**config.mk**
```make
export PLATFORM = sky130hd
export DESIGN_NAME = cache_ctrl_flat
export DESIGN_NICKNAME = d
export VERILOG_FILES = /design/src/rtl/cache_ctrl_if.sv /design/src/rtl/cache_ctrl.sv /design/src/flat_wrapper.sv
export SDC_FILE = /design/constraint.sdc
export NUM_CORES = 1
export LEC_CHECK = 0
export ABC_AREA = 1
export CAP_MARGIN = 30
export CORE_AREA = 2 2 129 131
export CTS_BUF_LIST = sky130_fd_sc_hd__clkbuf_8
export DETAILED_ROUTE_END_ITERATION = 7
export DIE_AREA = 0 0 131 133
export PLACE_DENSITY = 0.58
export SLEW_MARGIN = 40
export SYNTH_ARGS = -nofsm -noshare
export SYNTH_HDL_FRONTEND = slang
export SYNTH_SLANG_ARGS = --single-unit
```
**constraint.sdc**
```tcl
create_clock -name clk -period 2.1 [get_ports clk]
set_input_delay 0.42 -clock clk [delete_from_list [all_inputs] [get_ports clk]]
set_output_delay 0.42 -clock clk [all_outputs]
set_load 0.01 [all_outputs]
```
**src/rtl/cache_ctrl_if.sv**
```systemverilog
// Word-wide data-memory bus between the miss controller (master) and memory (slave).
interface cache_ctrl_if #(
  parameter int ADDR_BITS = 32
) ();
  logic                 mem_cs_o;
  logic                 mem_we_o;
  logic [ADDR_BITS-1:0] mem_addr_o;
  logic [31:0]          mem_data_o;
  logic [31:0]          mem_data_i;
  logic                 mem_ack_i;

  modport master (
    output mem_cs_o, mem_we_o, mem_addr_o, mem_data_o,
    input  mem_data_i, mem_ack_i
  );

  modport slave (
    input  mem_cs_o, mem_we_o, mem_addr_o, mem_data_o,
    output mem_data_i, mem_ack_i
  );
endinterface

```
**src/rtl/cache_ctrl.sv**
```systemverilog
// Miss-handling controller for a 2-way write-back cache: lookup, dirty-victim
// write-back, 4-word line refill, then replay of the stalled CPU request.
module cache_ctrl #(
  parameter int ADDR_BITS  = 32,
  parameter int TAG_BITS   = 23,
  parameter int LINE_WORDS = 4
) (
  input  logic                 clk,
  input  logic                 rst,
  input  logic                 en_r,
  input  logic                 en_w,
  input  logic [ADDR_BITS-1:0] addr_rw,
  input  logic [2:0]           u_b_h_w,
  input  logic [31:0]          data_w,
  output logic [31:0]          data_r,
  output logic                 stall,
  output logic [ADDR_BITS-1:0] cache_addr,
  output logic                 cache_load,
  output logic                 cache_edit,
  output logic                 cache_store,
  output logic                 cache_invalid,
  output logic [2:0]           cache_u_b_h_w,
  output logic [31:0]          cache_din,
  input  logic                 cache_hit,
  input  logic                 cache_valid,
  input  logic                 cache_dirty,
  input  logic [TAG_BITS-1:0]  cache_tag,
  input  logic [31:0]          cache_dout,
  cache_ctrl_if.master         mem
);

  localparam int CNT_W = $clog2(LINE_WORDS);
  localparam int OFF_W = CNT_W + 2;
  localparam int IDX_W = ADDR_BITS - TAG_BITS - OFF_W;
  localparam logic [CNT_W-1:0] CNT_LAST = CNT_W'(LINE_WORDS - 1);

  typedef enum logic [2:0] {IDLE, LOOKUP, WB_RD, WB_WR, FL_GAP, FL_RD} state_t;

  state_t               state, state_nx;
  logic [CNT_W-1:0]     cnt, cnt_nx;
  logic [ADDR_BITS-1:0] req_addr, req_addr_nx;

  logic                 stall_c, load_c, edit_c, store_c, cs_c, we_c;
  logic [ADDR_BITS-1:0] addr_c, maddr_c;
  logic [2:0]           ubhw_c;
  logic [31:0]          din_c, mdata_c;

  // Word cnt of the requested line, and the same word of the victim line.
  logic [ADDR_BITS-1:0] line_addr, victim_addr;
  assign line_addr   = {req_addr[ADDR_BITS-1:OFF_W], cnt, 2'b00};
  assign victim_addr = {cache_tag, req_addr[OFF_W+IDX_W-1:OFF_W], cnt, 2'b00};

  always_ff @(posedge clk) begin
    // NOTE: state registers use non-blocking assignments so every flop samples pre-edge values.
    if (rst) begin
      state    <= IDLE;
      cnt      <= '0;
      req_addr <= '0;
    end else begin
      state    <= state_nx;
      cnt      <= cnt_nx;
      req_addr <= req_addr_nx;
    end
  end

  always_comb begin
    // NOTE: every signal assigned here gets a default first, so no branch can infer a latch.
    state_nx    = state;
    cnt_nx      = cnt;
    req_addr_nx = req_addr;
    stall_c     = 1'b0;
    addr_c      = '0;
    load_c      = 1'b0;
    edit_c      = 1'b0;
    store_c     = 1'b0;
    ubhw_c      = '0;
    din_c       = '0;
    cs_c        = 1'b0;
    we_c        = 1'b0;
    maddr_c     = '0;
    mdata_c     = '0;

    unique case (state)
      IDLE: begin
        if (en_r | en_w) begin
          req_addr_nx = addr_rw;
          addr_c      = addr_rw;
          ubhw_c      = u_b_h_w;
          din_c       = data_w;
          load_c      = en_r & ~en_w;
          edit_c      = en_w;
          stall_c     = 1'b1;
          state_nx    = LOOKUP;
        end
      end
      LOOKUP: begin
        addr_c = req_addr;
        if (cache_hit) begin
          state_nx = IDLE;
        end else begin
          stall_c  = 1'b1;
          cnt_nx   = '0;
          state_nx = (cache_valid & cache_dirty) ? WB_RD : FL_GAP;
        end
      end
      WB_RD: begin
        // Address the victim word with load low; its data arrives next cycle.
        stall_c  = 1'b1;
        addr_c   = line_addr;
        state_nx = WB_WR;
      end
      WB_WR: begin
        stall_c = 1'b1;
        addr_c  = line_addr;
        cs_c    = 1'b1;
        we_c    = 1'b1;
        maddr_c = victim_addr;
        mdata_c = cache_dout;
        if (mem.mem_ack_i) begin
          if (cnt == CNT_LAST) begin
            cnt_nx   = '0;
            state_nx = FL_GAP;
          end else begin
            cnt_nx   = cnt + 1'b1;
            state_nx = WB_RD;
          end
        end
      end
      FL_GAP: begin
        stall_c  = 1'b1;
        state_nx = FL_RD;
      end
      FL_RD: begin
        stall_c = 1'b1;
        addr_c  = line_addr;
        cs_c    = 1'b1;
        maddr_c = line_addr;
        if (mem.mem_ack_i) begin
          store_c = 1'b1;
          din_c   = mem.mem_data_i;
          ubhw_c  = 3'b010;
          if (cnt == CNT_LAST) begin
            state_nx = IDLE;
          end else begin
            cnt_nx   = cnt + 1'b1;
            state_nx = FL_GAP;
          end
        end
      end
      default: state_nx = IDLE;
    endcase
  end

  // Reset forces every output low at once, so a miss aborts in the reset cycle itself.
  assign stall          = stall_c & ~rst;
  assign cache_addr     = rst ? '0 : addr_c;
  assign cache_load     = load_c & ~rst;
  assign cache_edit     = edit_c & ~rst;
  assign cache_store    = store_c & ~rst;
  assign cache_invalid  = 1'b0;
  assign cache_u_b_h_w  = rst ? '0 : ubhw_c;
  assign cache_din      = rst ? '0 : din_c;
  assign data_r         = rst ? '0 : cache_dout;
  assign mem.mem_cs_o   = cs_c & ~rst;
  assign mem.mem_we_o   = we_c & ~rst;
  assign mem.mem_addr_o = rst ? '0 : maddr_c;
  assign mem.mem_data_o = rst ? '0 : mdata_c;

endmodule

```
**src/flat_wrapper.sv**
```systemverilog
// flat-port wrapper written by rule: the top's interface ports become plain ports
module cache_ctrl_flat 
#(
  parameter int ADDR_BITS  = 32,
  parameter int TAG_BITS   = 23,
  parameter int LINE_WORDS = 4
)
  (clk, rst, en_r, en_w, addr_rw, u_b_h_w, data_w, data_r, stall, cache_addr, cache_load, cache_edit, cache_store, cache_invalid, cache_u_b_h_w, cache_din, cache_hit, cache_valid, cache_dirty, cache_tag, cache_dout, mem_mem_cs_o, mem_mem_we_o, mem_mem_addr_o, mem_mem_data_o, mem_mem_data_i, mem_mem_ack_i);
  cache_ctrl_if #(.ADDR_BITS(ADDR_BITS)) mem_i ();
  input  logic clk;
  input  logic rst;
  input  logic en_r;
  input  logic en_w;
  input  logic [ADDR_BITS-1:0] addr_rw;
  input  logic [2:0] u_b_h_w;
  input  logic [31:0] data_w;
  output logic [31:0] data_r;
  output logic stall;
  output logic [ADDR_BITS-1:0] cache_addr;
  output logic cache_load;
  output logic cache_edit;
  output logic cache_store;
  output logic cache_invalid;
  output logic [2:0] cache_u_b_h_w;
  output logic [31:0] cache_din;
  input  logic cache_hit;
  input  logic cache_valid;
  input  logic cache_dirty;
  input  logic [TAG_BITS-1:0] cache_tag;
  input  logic [31:0] cache_dout;
  output wire logic [$bits(mem_i.mem_cs_o)-1:0] mem_mem_cs_o;
  output wire logic [$bits(mem_i.mem_we_o)-1:0] mem_mem_we_o;
  output wire logic [$bits(mem_i.mem_addr_o)-1:0] mem_mem_addr_o;
  output wire logic [$bits(mem_i.mem_data_o)-1:0] mem_mem_data_o;
  input wire logic [$bits(mem_i.mem_data_i)-1:0] mem_mem_data_i;
  input wire logic [$bits(mem_i.mem_ack_i)-1:0] mem_mem_ack_i;
  assign mem_mem_cs_o = mem_i.mem_cs_o;
  assign mem_mem_we_o = mem_i.mem_we_o;
  assign mem_mem_addr_o = mem_i.mem_addr_o;
  assign mem_mem_data_o = mem_i.mem_data_o;
  assign mem_i.mem_data_i = mem_mem_data_i;
  assign mem_i.mem_ack_i = mem_mem_ack_i;
  cache_ctrl #(.ADDR_BITS(ADDR_BITS), .TAG_BITS(TAG_BITS), .LINE_WORDS(LINE_WORDS)) u_core (.clk(clk), .rst(rst), .en_r(en_r), .en_w(en_w), .addr_rw(addr_rw), .u_b_h_w(u_b_h_w), .data_w(data_w), .data_r(data_r), .stall(stall), .cache_addr(cache_addr), .cache_load(cache_load), .cache_edit(cache_edit), .cache_store(cache_store), .cache_invalid(cache_invalid), .cache_u_b_h_w(cache_u_b_h_w), .cache_din(cache_din), .cache_hit(cache_hit), .cache_valid(cache_valid), .cache_dirty(cache_dirty), .cache_tag(cache_tag), .cache_dout(cache_dout), .mem(mem_i));
endmodule
```
==> results of run 1 <==
==> final timing paths <==
path                                    startpoint            endpoint  slack (ps)
worst max-delay path               u_core.state[1]       cache_addr[9]         -60
worst max register to register     u_core.state[0]       u_core.cnt[0]         470
worst min register to register  u_core.req_addr[2]  u_core.req_addr[2]         460
worst min-delay path                           rst     u_core.state[1]         430
==> kinds of logic (layout without fill, tap and decap cells) <==
logic type                 Yosys count  in the layout  synth area share
adders and majority gates            1              1          0.003654
DFF                                 37             37            0.2164
and+or+nand+nor                    346            346            0.3991
other                                1              4          0.001095
AOI/OAI and AO/OA                  129            129            0.2167
buffers and inverters              137            539            0.1630
==> cell usage in the layout (no fill, tap or decap), types with 4 or more instances in the layout <==
cell type        count
a22oi_1             14
nand3_2             12
buf_8                6
clkbuf_8             6
nor2_1             144
buf_2               80
nand3_1             21
dlymetal6s2s_1       8
clkdlybuf4s15_1      5
a22oi_2             18
buf_6               20
clkdlybuf4s50_1    182
nand2_2             13
nor2_4               9
buf_16               4
buf_12              18
clkbuf_2            38
inv_1               78
inv_2                6
dlygate4sd2_1        4
nor2_2               5
a21oi_2             15
a21oi_1             75
dfxtp_1             34
nand2_4              7
nand2_1            130
buf_4               76
==> metal layers <==
layer,routed length (um),vias up,global-route usage,share of wire
met2,9658,190,0.3448,0.47
met4,348,0,0.05024,0.017
met5,0,-,0,0
met1,9128,2538,0.3111,0.44
met3,1554,26,0.06672,0.075
li1,-,2843,-,-
==> metrics by stage <==
step | hold slack (ps) | worst slack (ps) | TNS [ps] | cell area, um2 | power [mW]
CTS | 432.6 | -156.3 | -2932 | 7900 | 3.950
global route | 432.2 | -135.9 | -3847 | 8021 | 4.306
global placement | 447.1 | -669.3 | -44780 | 7477 | 2.946
floorplan | 439.2 | 290.6 | 0 | 3431 | 1.728
detailed placement | 448.1 | -687.6 | -44880 | 7477 | 2.951
finish | 429.8 | -57.73 | -348.0 | 8024 | 4.062
==> layout make-up <==
class / instances / area [um2] / area share
clock inverter: 1 / 3.754 / 0.0004678
multi-input combinational: 479 / 2526 / 0.3148
timing repair buffer: 446 / 4051 / 0.5049
antenna: 1 / 2.502 / 0.0003119
inverter: 86 / 330.3 / 0.04117
clock buffer: 6 / 82.58 / 0.01029
tap: 220 / 275.3 / 0.03431
sequential: 37 / 752.0 / 0.09372
==> worst max-delay path: cells and delay by family (launching register included) <==
family	cells	cell delay (ps)
compound gates	2	300
simple gates	1	50
buf+inv	6	660
flops	1	410
==> cell usage after synthesis <==
master	n	area share
buf_4	6	0.013
dfxtp_1	37	0.22
clkbuf_1	28	0.031
o21ai_0	3	0.0044
a22oi_1	32	0.070
o21bai_1	1	0.0022
nor2_1	154	0.17
inv_2	4	0.0044
nand3_1	34	0.050
nor2_2	4	0.0073
buf_2	17	0.025
nand2_2	1	0.0018
nor3_1	1	0.0015
a31oi_1	2	0.0037
a21oi_1	90	0.13
o21ai_4	1	0.0048
nand4_1	2	0.0037
nand2_1	149	0.16
ha_1	1	0.0037
inv_1	82	0.090
nand3_2	1	0.0029
conb_1	1	0.0011
==> power by group through the flow <==
stage	combinational, mW	sequential (mW)	clock (mW)
after floorplan	0.867	0.861	0
after global placement	2.05	0.892	0
after detailed placement	2.06	0.892	0
after CTS	2.52	0.880	0.553
after global routing	2.82	0.903	0.582
final	2.63	0.891	0.543
==> registers in the layout (all words and copies together) (netlist names) <==
name	flops
u_core.state	3
u_core.cnt	2
u_core.req_addr	32
==> what timing repair did <==
action	CTS	global route
pin swaps	21	68
gates resized for setup	487	166
hold buffers	0	0
setup endpoints to repair	135	120
cloned	8	3
setup buffers	30	8
==> metrics.txt, run 1 <==
Gate Count Post-Synth 651; Cell Area, Synth approximately 0.0034 mm2; CP Max Fanout 5; utilization after layout 0.4962; Critical Path, Cell by Cell inv_4, buf_6, o21ai_4, buf_4, buf_4, buf_6, nand2_1, a21oi_1, buf_2; Core ar. 0.01617 mm2; Data required, critical path 1680 ps; CTS H-tree depth 2; internal power 2.468 mW; fmax about 460 MHz; Final setup viols 12; Comb pwr share 0.647; period utilisation layout 1.027; clk_skew 11.62 ps; YS warnings 0; P_sw between 1.5 and 2 mW; Worst Hold Class in2reg; Clock Sinks 37; first-pass GRT wire length 30.18 mm; Synth cell types 22; IO Pins 332; layout cell share with drive strength beyond 1 0.3299; placed insts ~1200; global-route usage over all layers 0.2252; switching share of total power 0.3924; maxcap violations 0; Final min period about 2200 ps; clock latency on the worst-skew pair 310 ps; die height 133 um; PD cells between 500 and 600 mW/mm2; DRC errors left 0; CTS Buffer Depth 2; Slowest-stage cell, CP dfxtp_4; type of origin of the critical path flip-flop; GR Overflow Total 0; CP arrival 1740 ps; Seq pwr share 0.219; Reg2Reg Depth 12; GP Congestion slightly below 0.9; area of the die 0.01742 mm2; number of nets in the layout 1218; fill count between 1500 and 2000; Iteration-0 DRC Markers 333; CTS tree built; register area share after synthesis 0.2164; RSZ-0062 raised after global routing true; CP endpoint kind output pin; row cnt 47; WS Path Type reg2out; total length of routed wires 20.69 mm; hold depth 3; largest net degree at the start of global routing around 70; Root Driver clkbuf_8; Syn Area/Cell 5.258 um2; leak pwr 3.868 nW; initial antenna violation count 0; area delta synth->final 134.4%; clock share of power 0.134; Final Slew Violations 0; status finished with violations; routed len/inst 16.21 um; Fin. Hold Viols 0; Post-DRT Antenna Nets 0; violated checks negative setup slack; Die X-Extent 131 um; worst vdd ir 0.0002581 V; dpl hpwl 14.76 mm; vias post-DR about 5600; vias per cell 4.386; critical path's largest stage delay 410 ps; number of synthesized register bits 37; Starting Density 0.2117; Clock Pin Slew Worst Setup and Hold Paths 90 ps; # port buffers 328; Final WS setup -57.73 ps; TritonCTS Buffers 5; fin cells roughly 1300; Pre-antenna DRT Iters 4; vias in the first global route roughly 5300
Power figures use the tool's default switching activity.
==> inputs of run 2 (changes only) <==
REMOVE_ABC_BUFFERS = 1   (was unset)
==> run 2 against run 1 <==
The flow still finishes with violations (negative setup slack). Non-clock buffer count up 12. Critical path type unchanged. Largest cell class unchanged. Register-to-register slack improved by 20 ps. Clock skew fell by 2.9 ps.
==> metrics.txt, run 2 (same netlist as run 1, synthesis figures left out) <==
status finished with violations; violated checks negative setup slack; max FFs per register 32; Starting Density 0.2117; P_sw about 1.5 mW; WS Path Type reg2out; utilization after layout 0.4969; clk_skew 8.717 ps; Final setup viols 17; CP endpoint kind output pin; Pre-antenna DRT Iters 7; initial antenna violation count 2; Data required, critical path 1680 ps; PD cells 482.9 mW/mm2; Post-Place Cell Area ~0.0076 mm2; CP arrival 1740 ps; layout cell share with drive strength beyond 1 0.3155; fill count 1702; placed insts between 1000 and 1500; register name with the most flops u_core.req_addr; vias post-DR 5619; switching share of total power 0.3905; first-pass GRT wire length between 30 and 40 mm; area delta synth->final 134.7%; CTS H-tree depth 2; GP Congestion about 0.87; Crit path max-delay family buffers and inverters; CTS Buffer Depth 2; Final Slew Violations 0; M1 WL 8.505 mm; vias per cell approximately 4.4; routed length on met3 1.653 mm; Largest regs u_core.req_addr x32, u_core.state x3, u_core.cnt x2; dpl hpwl 16.04 mm; clock share of power 0.128; period utilisation layout 1.031; area of the die 0.01742 mm2; internal power 2.365 mW; number of nets in the layout 1230; Fin. Hold Viols 0; fin cells 1291; Clock Sinks 37; most frequent cell on the critical path buf_12; final setup TNS -380.3 ps; row cnt 47; Comb pwr share 0.646; type of origin of the critical path flip-flop; Root Driver clkbuf_8; worst vdd ir 0.0002420 V; Seq pwr share 0.227; commonest non-fill, non-tap cells in the layout clkdlybuf4s50_1, nand2_1, nor2_1, buf_2, buf_4; Core ar. 0.01617 mm2; maxcap violations 0; IO Pins 332; TritonCTS Buffers 5; clock latency on the worst-skew pair approximately 290 ps; Iteration-0 DRC Markers around 240; metal2 WL 10.97 mm; Placement Setup Slack -675.6 ps; DRC errors left 0; Total Power 3.880 mW; vias in the first global route 5472; leak pwr about 3.8 nW; Final min period 2164 ps; commonest non-fill, non-tap cell in the layout clkdlybuf4s50_1; Clock Pin Slew Worst Setup and Hold Paths 80 ps; global-route usage over all layers 0.2355; final instance area between 0.008 and 0.009 mm2; total length of routed wires 21.58 mm; Critical path buffers and inverters 5; Post-DRT Antenna Nets 0; die height about 130 um; CTS tree built; largest net degree at the start of global routing 33; Die X-Extent 131 um; RSZ-0062 raised after global routing true; routed len/inst 16.71 um; CP Max Fanout 5; CTS Hold Bufs 0; top sig layer met4; critical path's largest stage delay 400 ps; # port buffers 328; Final WS setup -64.12 ps; Critical Path, Cell by Cell buf_6, nand3_4, nor2_4, buf_12, buf_12, buf_8, a22oi_1, nor2_1, buf_2; GR Overflow Total 0; fmax 462.1 MHz; Worst Hold Class reg2reg; Hold Worst Slack 460.1 ps; Slowest-stage cell, CP dfxtp_4
-- run 2: changes by cell type in the layout (fill, tap and decap cells not counted), sizes merged --
cell / change
buf: +17
bufbuf: +1
clkbuf: -12
clkdlybuf4s15: -1
clkdlybuf4s50: +6
clkinvlp: +1
diode: +2
dlygate4sd2: +7
dlymetal6s2s: -7
inv: +1
-- run 2: final timing paths --
kind / from / to / slack [ps] / cells after the start
worst max-delay path: u_core.state[2] / cache_din[18] / -60 / 9
worst min register to register: u_core.req_addr[2] / u_core.req_addr[2] / 460 / 2
worst min-delay path: u_core.req_addr[2] / u_core.req_addr[2] / 460 / 2
worst max register to register: u_core.state[0] / u_core.req_addr[16] / 490 / 10
-- run 2: area by class of cell --
| type | instances | area, um2 | area share |
|---|---|---|---|
| repair buffers | 458 | 4139 | 0.5151 |
| multi-input cells | 479 | 2445 | 0.3043 |
| diodes | 3 | 7.507 | 0.0009343 |
| clock buffers | 5 | 68.82 | 0.008564 |
| clock inverters | 3 | 15.01 | 0.001869 |
| flip-flops and latches | 37 | 752.0 | 0.09358 |
| inverters | 86 | 332.8 | 0.04142 |
| well taps | 220 | 275.3 | 0.03426 |
-- run 2: routing by layer --
| metal | GRT usage | vias to the layer above |
|---|---|---|
| met5 | 0 | - |
| met4 | 0.05556 | 0 |
| met3 | 0.05863 | 22 |
| met2 | 0.4211 | 223 |
| met1 | 0.2792 | 2506 |
| li1 | - | 2868 |
-- run 2: repair_timing --
action                     4_1_cts  5_1_grt
cloned                           8        2
pin swaps                       18       41
setup buffers                   29        7
resized for setup              492      116
setup endpoints to repair      135      125
-- run 2: power groups by stage --
stage | sequential [mW] | clock, mW | combinational, mW
3_5_place_dp | 0.885 | 0 | 2.07
3_3_place_gp | 0.883 | 0 | 2.07
6_report | 0.881 | 0.495 | 2.50
4_1_cts | 0.876 | 0.527 | 2.38
2_1_floorplan | 0.886 | 0 | 0.729
5_1_grt | 0.892 | 0.553 | 2.70
-- run 2: tightest hold or removal path, cell delays in order, from the launching register on --
cell and delay, ps:
dfxtp_1 310, nand2_1 60, a21oi_1 50
